## src/rtl/manual_step_gen_pkg.sv

```systemverilog
// Shared definitions for the step-button conditioner: FSM state encodings and default timing constants.
// The REPEAT encoding exists only when AUTO_REPEAT_EN is defined.
package manual_step_gen_pkg;

    typedef enum logic [1:0] {
        ST_IDLE    = 2'd0,
        ST_PRESSED = 2'd1
`ifdef AUTO_REPEAT_EN
        ,
        ST_REPEAT  = 2'd2
`endif
    } btn_state_t;

    localparam logic [31:0] DEF_DEBOUNCE_CYCLES = 32'd500000;
    localparam logic [31:0] DEF_REPEAT_DELAY    = 32'd25000000;
    localparam logic [31:0] DEF_REPEAT_PERIOD   = 32'd5000000;

    // Cycles spent high in PRESSED before the repeat waveform takes over, chosen so the
    // first repeat rising edge lands REPEAT_DELAY cycles after the accepted press.
    function automatic logic [31:0] repeat_lead(input logic [31:0] delay, input logic [31:0] period);
        if (delay > period)
            return delay - period;
        else
            return 32'd1;
    endfunction

endpackage

```

## src/rtl/debounce.sv

```systemverilog
// Two-flop synchroniser followed by a stability counter; dout flips only after the synchronised
// input has disagreed with it for DEBOUNCE_CYCLES consecutive cycles.
module debounce
    import manual_step_gen_pkg::*;
#(
    parameter logic [31:0] DEBOUNCE_CYCLES = DEF_DEBOUNCE_CYCLES
) (
    input  logic raw_clk,
    input  logic rst,
    input  logic din,
    output logic dout
);

    logic        sync_a;
    logic        sync_b;
    logic        stable;
    logic [31:0] count;

    always_ff @(posedge raw_clk) begin
        if (rst) begin
            sync_a <= 1'b0;
            sync_b <= 1'b0;
        end else begin
            sync_a <= din;
            sync_b <= sync_a;
        end
    end

    // Any cycle of agreement restarts the count, so short glitches never reach the threshold.
    always_ff @(posedge raw_clk) begin
        if (rst) begin
            stable <= 1'b0;
            count  <= '0;
        end else if (sync_b == stable) begin
            count <= '0;
        end else if (count == DEBOUNCE_CYCLES - 32'd1) begin
            stable <= ~stable;
            count  <= '0;
        end else begin
            count <= count + 32'd1;
        end
    end

    assign dout = stable;

endmodule

```

## src/rtl/manual_step_gen.sv

```systemverilog
// Step pushbutton / mode switch conditioner feeding the CPU clock controller.
// Define AUTO_REPEAT_EN to enable hold-to-repeat stepping (adds REPEAT state and REPEAT_* parameters).
module manual_step_gen
    import manual_step_gen_pkg::*;
#(
    parameter logic [31:0] DEBOUNCE_CYCLES = DEF_DEBOUNCE_CYCLES
`ifdef AUTO_REPEAT_EN
    ,
    parameter logic [31:0] REPEAT_DELAY    = DEF_REPEAT_DELAY,
    parameter logic [31:0] REPEAT_PERIOD   = DEF_REPEAT_PERIOD
`endif
) (
    input  logic        raw_clk,
    input  logic        rst,
    input  logic        btn_raw,
    input  logic        mode_sw,
    output logic        manual_clk,
    output logic        auto_en,
    output logic        step_pulse,
    output logic [15:0] step_cnt
);

    logic       btn_db;
    logic       mode_db;
    btn_state_t state;
    btn_state_t next_state;
    logic       next_clk;
    logic       next_pulse;

`ifdef AUTO_REPEAT_EN
    localparam logic [31:0] REPEAT_LEAD = repeat_lead(REPEAT_DELAY, REPEAT_PERIOD);

    logic [31:0] hold_cnt;
    logic [31:0] period_cnt;
    logic [31:0] next_hold;
    logic [31:0] next_period;
`endif

    debounce #(.DEBOUNCE_CYCLES(DEBOUNCE_CYCLES)) u_btn_db (
        .raw_clk (raw_clk),
        .rst     (rst),
        .din     (btn_raw),
        .dout    (btn_db)
    );

    debounce #(.DEBOUNCE_CYCLES(DEBOUNCE_CYCLES)) u_mode_db (
        .raw_clk (raw_clk),
        .rst     (rst),
        .din     (mode_sw),
        .dout    (mode_db)
    );

    always_ff @(posedge raw_clk) begin
        if (rst) begin
            state      <= ST_IDLE;
            manual_clk <= 1'b0;
            step_pulse <= 1'b0;
            auto_en    <= 1'b0;
            step_cnt   <= '0;
`ifdef AUTO_REPEAT_EN
            hold_cnt   <= '0;
            period_cnt <= '0;
`endif
        end else begin
            state      <= next_state;
            manual_clk <= next_clk;
            step_pulse <= next_pulse;
            auto_en    <= mode_db;
            step_cnt   <= step_cnt + {15'd0, step_pulse};
`ifdef AUTO_REPEAT_EN
            hold_cnt   <= next_hold;
            period_cnt <= next_period;
`endif
        end
    end

    // Outputs are registered, so every decision here is one edge ahead of manual_clk.
    always_comb begin
        next_state  = state;
        next_clk    = manual_clk;
        next_pulse  = 1'b0;
`ifdef AUTO_REPEAT_EN
        next_hold   = hold_cnt;
        next_period = period_cnt;
`endif
        case (state)
            ST_IDLE: begin
                next_clk = 1'b0;
                if (btn_db && auto_en) begin
                    next_state = ST_PRESSED;
                    next_clk   = 1'b1;
                    next_pulse = 1'b1;
`ifdef AUTO_REPEAT_EN
                    next_hold  = '0;
`endif
                end
            end
            ST_PRESSED: begin
                next_clk = 1'b1;
                if (!btn_db) begin
                    next_state = ST_IDLE;
                    next_clk   = 1'b0;
                end
`ifdef AUTO_REPEAT_EN
                else if (hold_cnt == REPEAT_LEAD - 32'd1) begin
                    next_state  = ST_REPEAT;
                    next_clk    = 1'b0;
                    next_period = '0;
                end else begin
                    next_hold = hold_cnt + 32'd1;
                end
`endif
            end
`ifdef AUTO_REPEAT_EN
            ST_REPEAT: begin
                if (!btn_db) begin
                    next_state = ST_IDLE;
                    next_clk   = 1'b0;
                end else if (period_cnt == REPEAT_PERIOD - 32'd1) begin
                    next_clk    = ~manual_clk;
                    next_pulse  = ~manual_clk;
                    next_period = '0;
                end else begin
                    next_period = period_cnt + 32'd1;
                end
            end
`endif
            default: begin
                next_state = ST_IDLE;
                next_clk   = 1'b0;
            end
        endcase

        // Pass-through mode off overrides everything: the button is simply ignored.
        if (!auto_en) begin
            next_state = ST_IDLE;
            next_clk   = 1'b0;
            next_pulse = 1'b0;
        end
    end

endmodule

```

## config.mk

```make
export PLATFORM = sky130hd
export DESIGN_NAME = manual_step_gen
export DESIGN_NICKNAME = d
export VERILOG_FILES = /design/src/rtl/manual_step_gen_pkg.sv /design/src/rtl/debounce.sv /design/src/rtl/manual_step_gen.sv
export SDC_FILE = /design/constraint.sdc
export NUM_CORES = 1
export LEC_CHECK = 0
export CORE_ASPECT_RATIO = 1.5
export CORE_MARGIN = 5
export CORE_UTILIZATION = 53
export DETAILED_ROUTE_END_ITERATION = 10
export GPL_TIMING_DRIVEN = 1
export PLACE_DENSITY = 0.76
export SYNTH_ARGS = -nofsm -noshare
export SYNTH_HDL_FRONTEND = slang
export SYNTH_SLANG_ARGS = --single-unit
```

## constraint.sdc

```tcl
create_clock -name raw_clk -period 2 [get_ports raw_clk]
set_input_delay 0.5 -clock raw_clk [delete_from_list [all_inputs] [get_ports raw_clk]]
set_output_delay 0.5 -clock raw_clk [all_outputs]
set_load 0.005 [all_outputs]
```

# [Word-level counts from Yosys, hierarchy flattened]
# Index checks and enable logic that the tools add are counted.
[word_totals] reg_bits=91 latch_bits=0 ram_bits=0 rom_bits=0 in_bits=4 out_inout_bits=19 wordCells=44 mem_count=0
[classes] addsub=3 multipliers=0 div_mod_pow=0 n_lt_le_gt_ge=0 n_eq_ne=7 shift=0 mux=6 n_bitwise=6 reduce_logical=9
[op_table] operator="adder 32 x 1 -> 32 bit, second input constant" count=2
[op_table] operator="equality test 32 x 19 -> 1 bit, second input constant" count=2
[op_table] operator="adder 16 x 1 -> 16 bit" count=1
[op_table] operator="OR reduction 3 bit" count=3
[op_table] operator="inverter 1 bit" count=6
[op_table] operator="AND reduction 2 bit" count=3
[op_table] operator="2-to-1 mux 2 bit" count=2
[op_table] operator="!= test 2 bit, second input constant" count=2
[op_table] operator="case mux 2 bit (2 select lines)" count=1
[op_table] operator="equality test 1 bit" count=2
[op_table] operator="equality test 2 x 1 -> 1 bit, second input constant" count=1
[op_table] operator="zero test 2 bit" count=1
[op_table] operator="2-to-1 mux 1 bit" count=2
[op_table] operator="case mux 1 bit (2 select lines)" count=1
[op_table] operator="OR reduction 2 bit" count=1
[op_table] operator="logical AND 1 bit" count=1

# [Depth between registers and ports, before layout]
[logic_depth] depth_word=3 ltp_mapped=6 depth_no_buf=6

# [Hierarchy]
# Synthesis repeated with hierarchy kept, for this count alone.
[hier_totals] hier_cells=458 hier_area_um2=4112.7
[by_module_without_submodules] module="debounce" instances=2 cells_per_inst=183 area_each_um2=1607.8 seq_area_each_um2=700.7
[by_module_without_submodules] module="manual_step_gen" instances=1 cells_per_inst=92 area_each_um2=897.1 seq_area_each_um2=400.4

# [Worst setup path after synthesis]
# Ideal clock, no wire load.
[synth_path] kind="register to register" startpoint="register u_mode_db.count[0]" endpoint="register u_mode_db.count[30]" t_arrival_ps=2054 path_slack_ps=-120 path_stages_with_launch=7 synth_period_minus_slack_ps=2120 cell_sequence="dfxtp_1 -> ha_1 -> nand4_4 -> or4_1 -> buf_2 -> or4_4 -> a21oi_2"
[synth_via] elab_chain_cells=2
[synth_rtl] element="start, declared" line="debounce.sv:17" rtl="logic [31:0] count;"
[synth_rtl] element="start signal, assigned" line="debounce.sv:40" rtl="count <= count + 32'd1;"
[synth_rtl] element="parallel branches: the longest is 2 deep, another holds adder 32 x 1 -> 32 bit"
# Several ways; the timed one is not identified.
# A chain may end at the register's enable or synchronous reset.

# [Final worst setup path]
[layout_path] startpoint="register u_mode_db.count[23]" endpoint="register u_mode_db.count[24]"
# The elaborated chain is that of the path after synthesis.

==> summary.md <==
| Metric | Value |
|---|---|
| Reg2reg setup slack | `-0.04 ns` |
| CP Launch Type | `register` |
| Post-Synth XOR/XNOR Area | `0.08212` |
| Die width | `81.40 µm` |
| Final Cell Area | `5379 µm²` |
| Net Count, Synth | `477` |
| Layout cell share with drive strength beyond 1 | `0.2168` |
| # DRC | `0` |
| Layout area overhead | `32.73%` |
| Synth cell types | `39` |
| Die footprint | `9531 µm²` |
| Final ANT Viol Nets | `0` |
| CTS Sinks | `90` |
| #FFs+latches synth | `90` |
| CTS Buffer Depth | `2` |
| Pwr Density | `710.5 nW/µm²` |
| Worst flop-to-flop path startpoint | `u_mode_db.count[23]` |
| Worst R2R Path Depth | `6` |
| Fin nets | `561` |
| Final Power | `3.822 mW` |
| Post-placement cell count | `633` |
| DR vias/cell | `5.859` |
| Die Ht | `117.1 µm` |
| CTS buffer count | `9` |
| Vias in the first global route | `3830` |
| Worst IR Drop VDD | `507.5 µV` |
| Diode count | `0` |
| Final Max Tran Viols | `0` |
| Iter 0 DRT Violations | `278` |
| Post-synth ARST share | `0` |
| Row Count | `39` |
| Hold endpoint | `step_pulse` |
| Crit-path cells | `or4b_4 > or4_4 > o21ai_4 > buf_12 > clkbuf_16 > a21oi_1` |
| Rel. slew slack | `0.5982` |
| Minimum clock period | `2.045 ns` |
| Port bufs | `22` |
| Root buffer cell | `clkbuf_16` |
| Synth warn | `0` |
| Maximum number of pins on one net before global-route repair | `33` |
| Fin crit share | `1.022` |
| Total GRT Usage | `0.2191` |
| Avg Cell Area, Syn | `8.641 µm²` |
| Compound-Gate Fraction of Synth Area | `0.1161` |
| CP arrival | `2.28 ns` |
| Worst Tran Pin Value | `0.5972 ns` |
| Most used DFF post-synth | `dfxtp_1` |
| Critical Path Sink Type | `register` |
| Num ports | `23` |
| Clk_skew | `0.009519 ns` |
| Worst Hold Class | `register to register` |
| RSZ-0062 raised after global routing | `true` |
| Setup_tns | `-0.7649 ns` |
| CTS tree | `yes` |
| Fin cells | `660` |
| Core ar. | `7564 µm²` |
| HP Start | `state[0]` |
| Global-route wire length before repair | `16.39 mm` |
| Place WS | `-0.003965 ns` |
| Crit Path Class | `register to register` |
| Final Hold Fails | `0` |
| Largest family of logic cells by synthesized area | `simple AND/OR/NAND/NOR gates` |
| Fmax | `489.1 MHz` |
| DR vias | `3867` |
| Post-DP Area | `4795 µm²` |
| Max_cap viols | `0` |
| LEAKAGE | `1.729 nW` |
| Worst hold path cell count | `1` |
| Post-synth EDFFs | `0` |
| Clk slew on worst S/H paths | `0.07 ns` |
| Critical path's slowest cell | `or4_4` |
| Reg2Reg Capture Point | `u_mode_db.count[24]` |
| Outcome | `complete, but fails checks` |
| Cts hold-fix bufs | `0` |
| Initial antenna violation count | `0` |
| Setup-failing EPs final | `33` |
| Mapped cell area | `4053 µm²` |
| Post-Synth Adder-Cell Area | `0.01235` |
| Violated checks | `setup timing` |
| Post-synthesis mux area share | `0.002779` |
| Initial core utilization | `0.5358` |
| Crit-path max FO | `6` |
| Cell count after synthesis | `469` |
| Grt total ovfl | `0` |
| Final WL | `10.35 mm` |
| GPL Wtd Cong | `0.8321` |
| DR pass1 iterations | `5` |
| Setup WS post-layout | `-0.04453 ns` |
| Clk_lat worst skew | `0.34 ns` |
| H-tree depth | `3` |
| Crit-path max cell delay | `0.58 ns` |
| Critical Path RT | `2.23 ns` |
| Sequential-to-total area share from yosys stat | `0.4446` |
| Avg WL per Cell | `15.68 µm` |
| Dpl hpwl | `6.870 mm` |
| Synth Area in Simple Gates | `0.3118` |
-- sequential cells by signal, summed over array words and instances (netlist names) --
signal / cells
auto_en: 1
manual_clk: 1
state: 1
step_cnt: 16
step_pulse: 1
u_btn_db.count: 32
u_btn_db.dout: 1
u_btn_db.sync_a: 1
u_btn_db.sync_b: 1
u_mode_db.count: 32
u_mode_db.dout: 1
u_mode_db.sync_a: 1
u_mode_db.sync_b: 1
-- stage by stage --
stage,hold WS (ns),utilization
after floorplan,0.3763,-
after global placement,0.3868,0.6339
after detailed placement,0.3969,0.6339
after CTS,0.4122,0.6830
after global routing,0.4226,0.7112
final,0.4048,0.7112
-- worst max path at each step --
| stage | start | to | slack (ns) | depth (start not counted) |
|---|---|---|---|---|
| floorplan | u_btn_db.count[0] | u_btn_db.count[28] | 0.02 | 5 |
| global placement | u_mode_db.count[13] | u_mode_db.count[23] | 0.05 | 5 |
| detailed placement | u_mode_db.count[24] | u_mode_db.count[29] | -0.004 | 5 |
| CTS | u_mode_db.count[24] | u_mode_db.count[27] | -0.01 | 5 |
| global route | u_mode_db.count[5] | u_mode_db.count[27] | -0.11 | 5 |
| finish | u_mode_db.count[23] | u_mode_db.count[24] | -0.04 | 6 |
-- worst max-delay path, delay by kind of cell, from the launching register on --
family          cells  cell delay (ns)
compound gates      2             0.20
buf+inv             2             0.30
flops               1             0.32
simple gates        2             1.10
-- cells in the final DEF, fill, tap and decap left out, types with 3 or more instances in the layout --
cell / synthesis / layout
a21oi_1: 36 / 25
a21oi_2: 1 / 12
and2_1: 3 / 3
and3_1: 4 / 4
and4_1: 7 / 7
buf_12: 0 / 3
buf_4: 0 / 55
buf_6: 0 / 4
bufinv_16: 0 / 3
clkbuf_16: 0 / 11
clkdlybuf4s50_1: 0 / 22
dfxtp_1: 90 / 83
dfxtp_2: 0 / 7
inv_1: 17 / 17
nand2_1: 19 / 19
nand3_1: 28 / 28
nand3b_1: 3 / 3
nand4_1: 23 / 23
nor2_1: 53 / 52
nor2b_1: 8 / 8
nor3_1: 12 / 12
nor4_1: 15 / 15
o21ai_0: 21 / 21
o31ai_1: 12 / 12
or3_1: 23 / 23
or4_1: 18 / 12
or4_4: 1 / 7
xnor2_1: 27 / 27
xor2_1: 11 / 11
-- routing by layer --
layer | global-route usage | vias to the layer above | wire length (µm)
met2 | 0.4162 | 85 | 5797
met4 | 0.1353 | 0 | 459
met1 | 0.2098 | 1858 | 3722
met5 | 0 | - | 0
met3 | 0.04364 | 43 | 367
li1 | - | 1881 | -
-- area by class of cell --
cell class                      count  area [µm²]
Sequential cell                    90        1810
Multi-Input combinational cell    348        2225
Clock buffer                        9       225.2
Timing Repair Buffer               87       803.3
Fill cell                         550        2185
Tap cell                          102       127.6
Clock inverter                      7       123.9
Inverter                           17       63.81
-- repair_timing --
item	4_1_cts	5_1_grt
endpoints found under the setup margin	37	40
gates cloned	0	3
setup buffers	0	8
resized for setup	5	25
pin swaps	2	10
-- logic make-up (layout without fill, tap and decap cells) --
family | Yosys count | after routing
simple gates | 225 | 225
buf+inv | 31 | 120
compound gates | 80 | 80
flops | 90 | 90
xor+xnor | 38 | 38
fa+ha+maj | 4 | 4
mux | 1 | 1
-- where the power goes --
part / internal [mW] / switching [mW]
combinational: 0.0298 / 0.0299
clock: 1.23 / 0.729
sequential: 1.80 / 0.00268
-- synth_stat cells (all sizes together) (15+ instances only) --
cell / number / area [µm²]
xnor2: 27 / 236.5
a21oi: 37 / 188.9
nor4: 15 / 93.84
nand4: 25 / 177.7
o21ai: 23 / 118.9
nand3: 28 / 140.1
inv: 17 / 63.81
or3: 23 / 143.9
nand2: 19 / 71.32
or4: 19 / 146.4
nor2: 53 / 198.9
dfxtp: 90 / 1802
No activity file was read; power rests on OpenSTA's default activity.
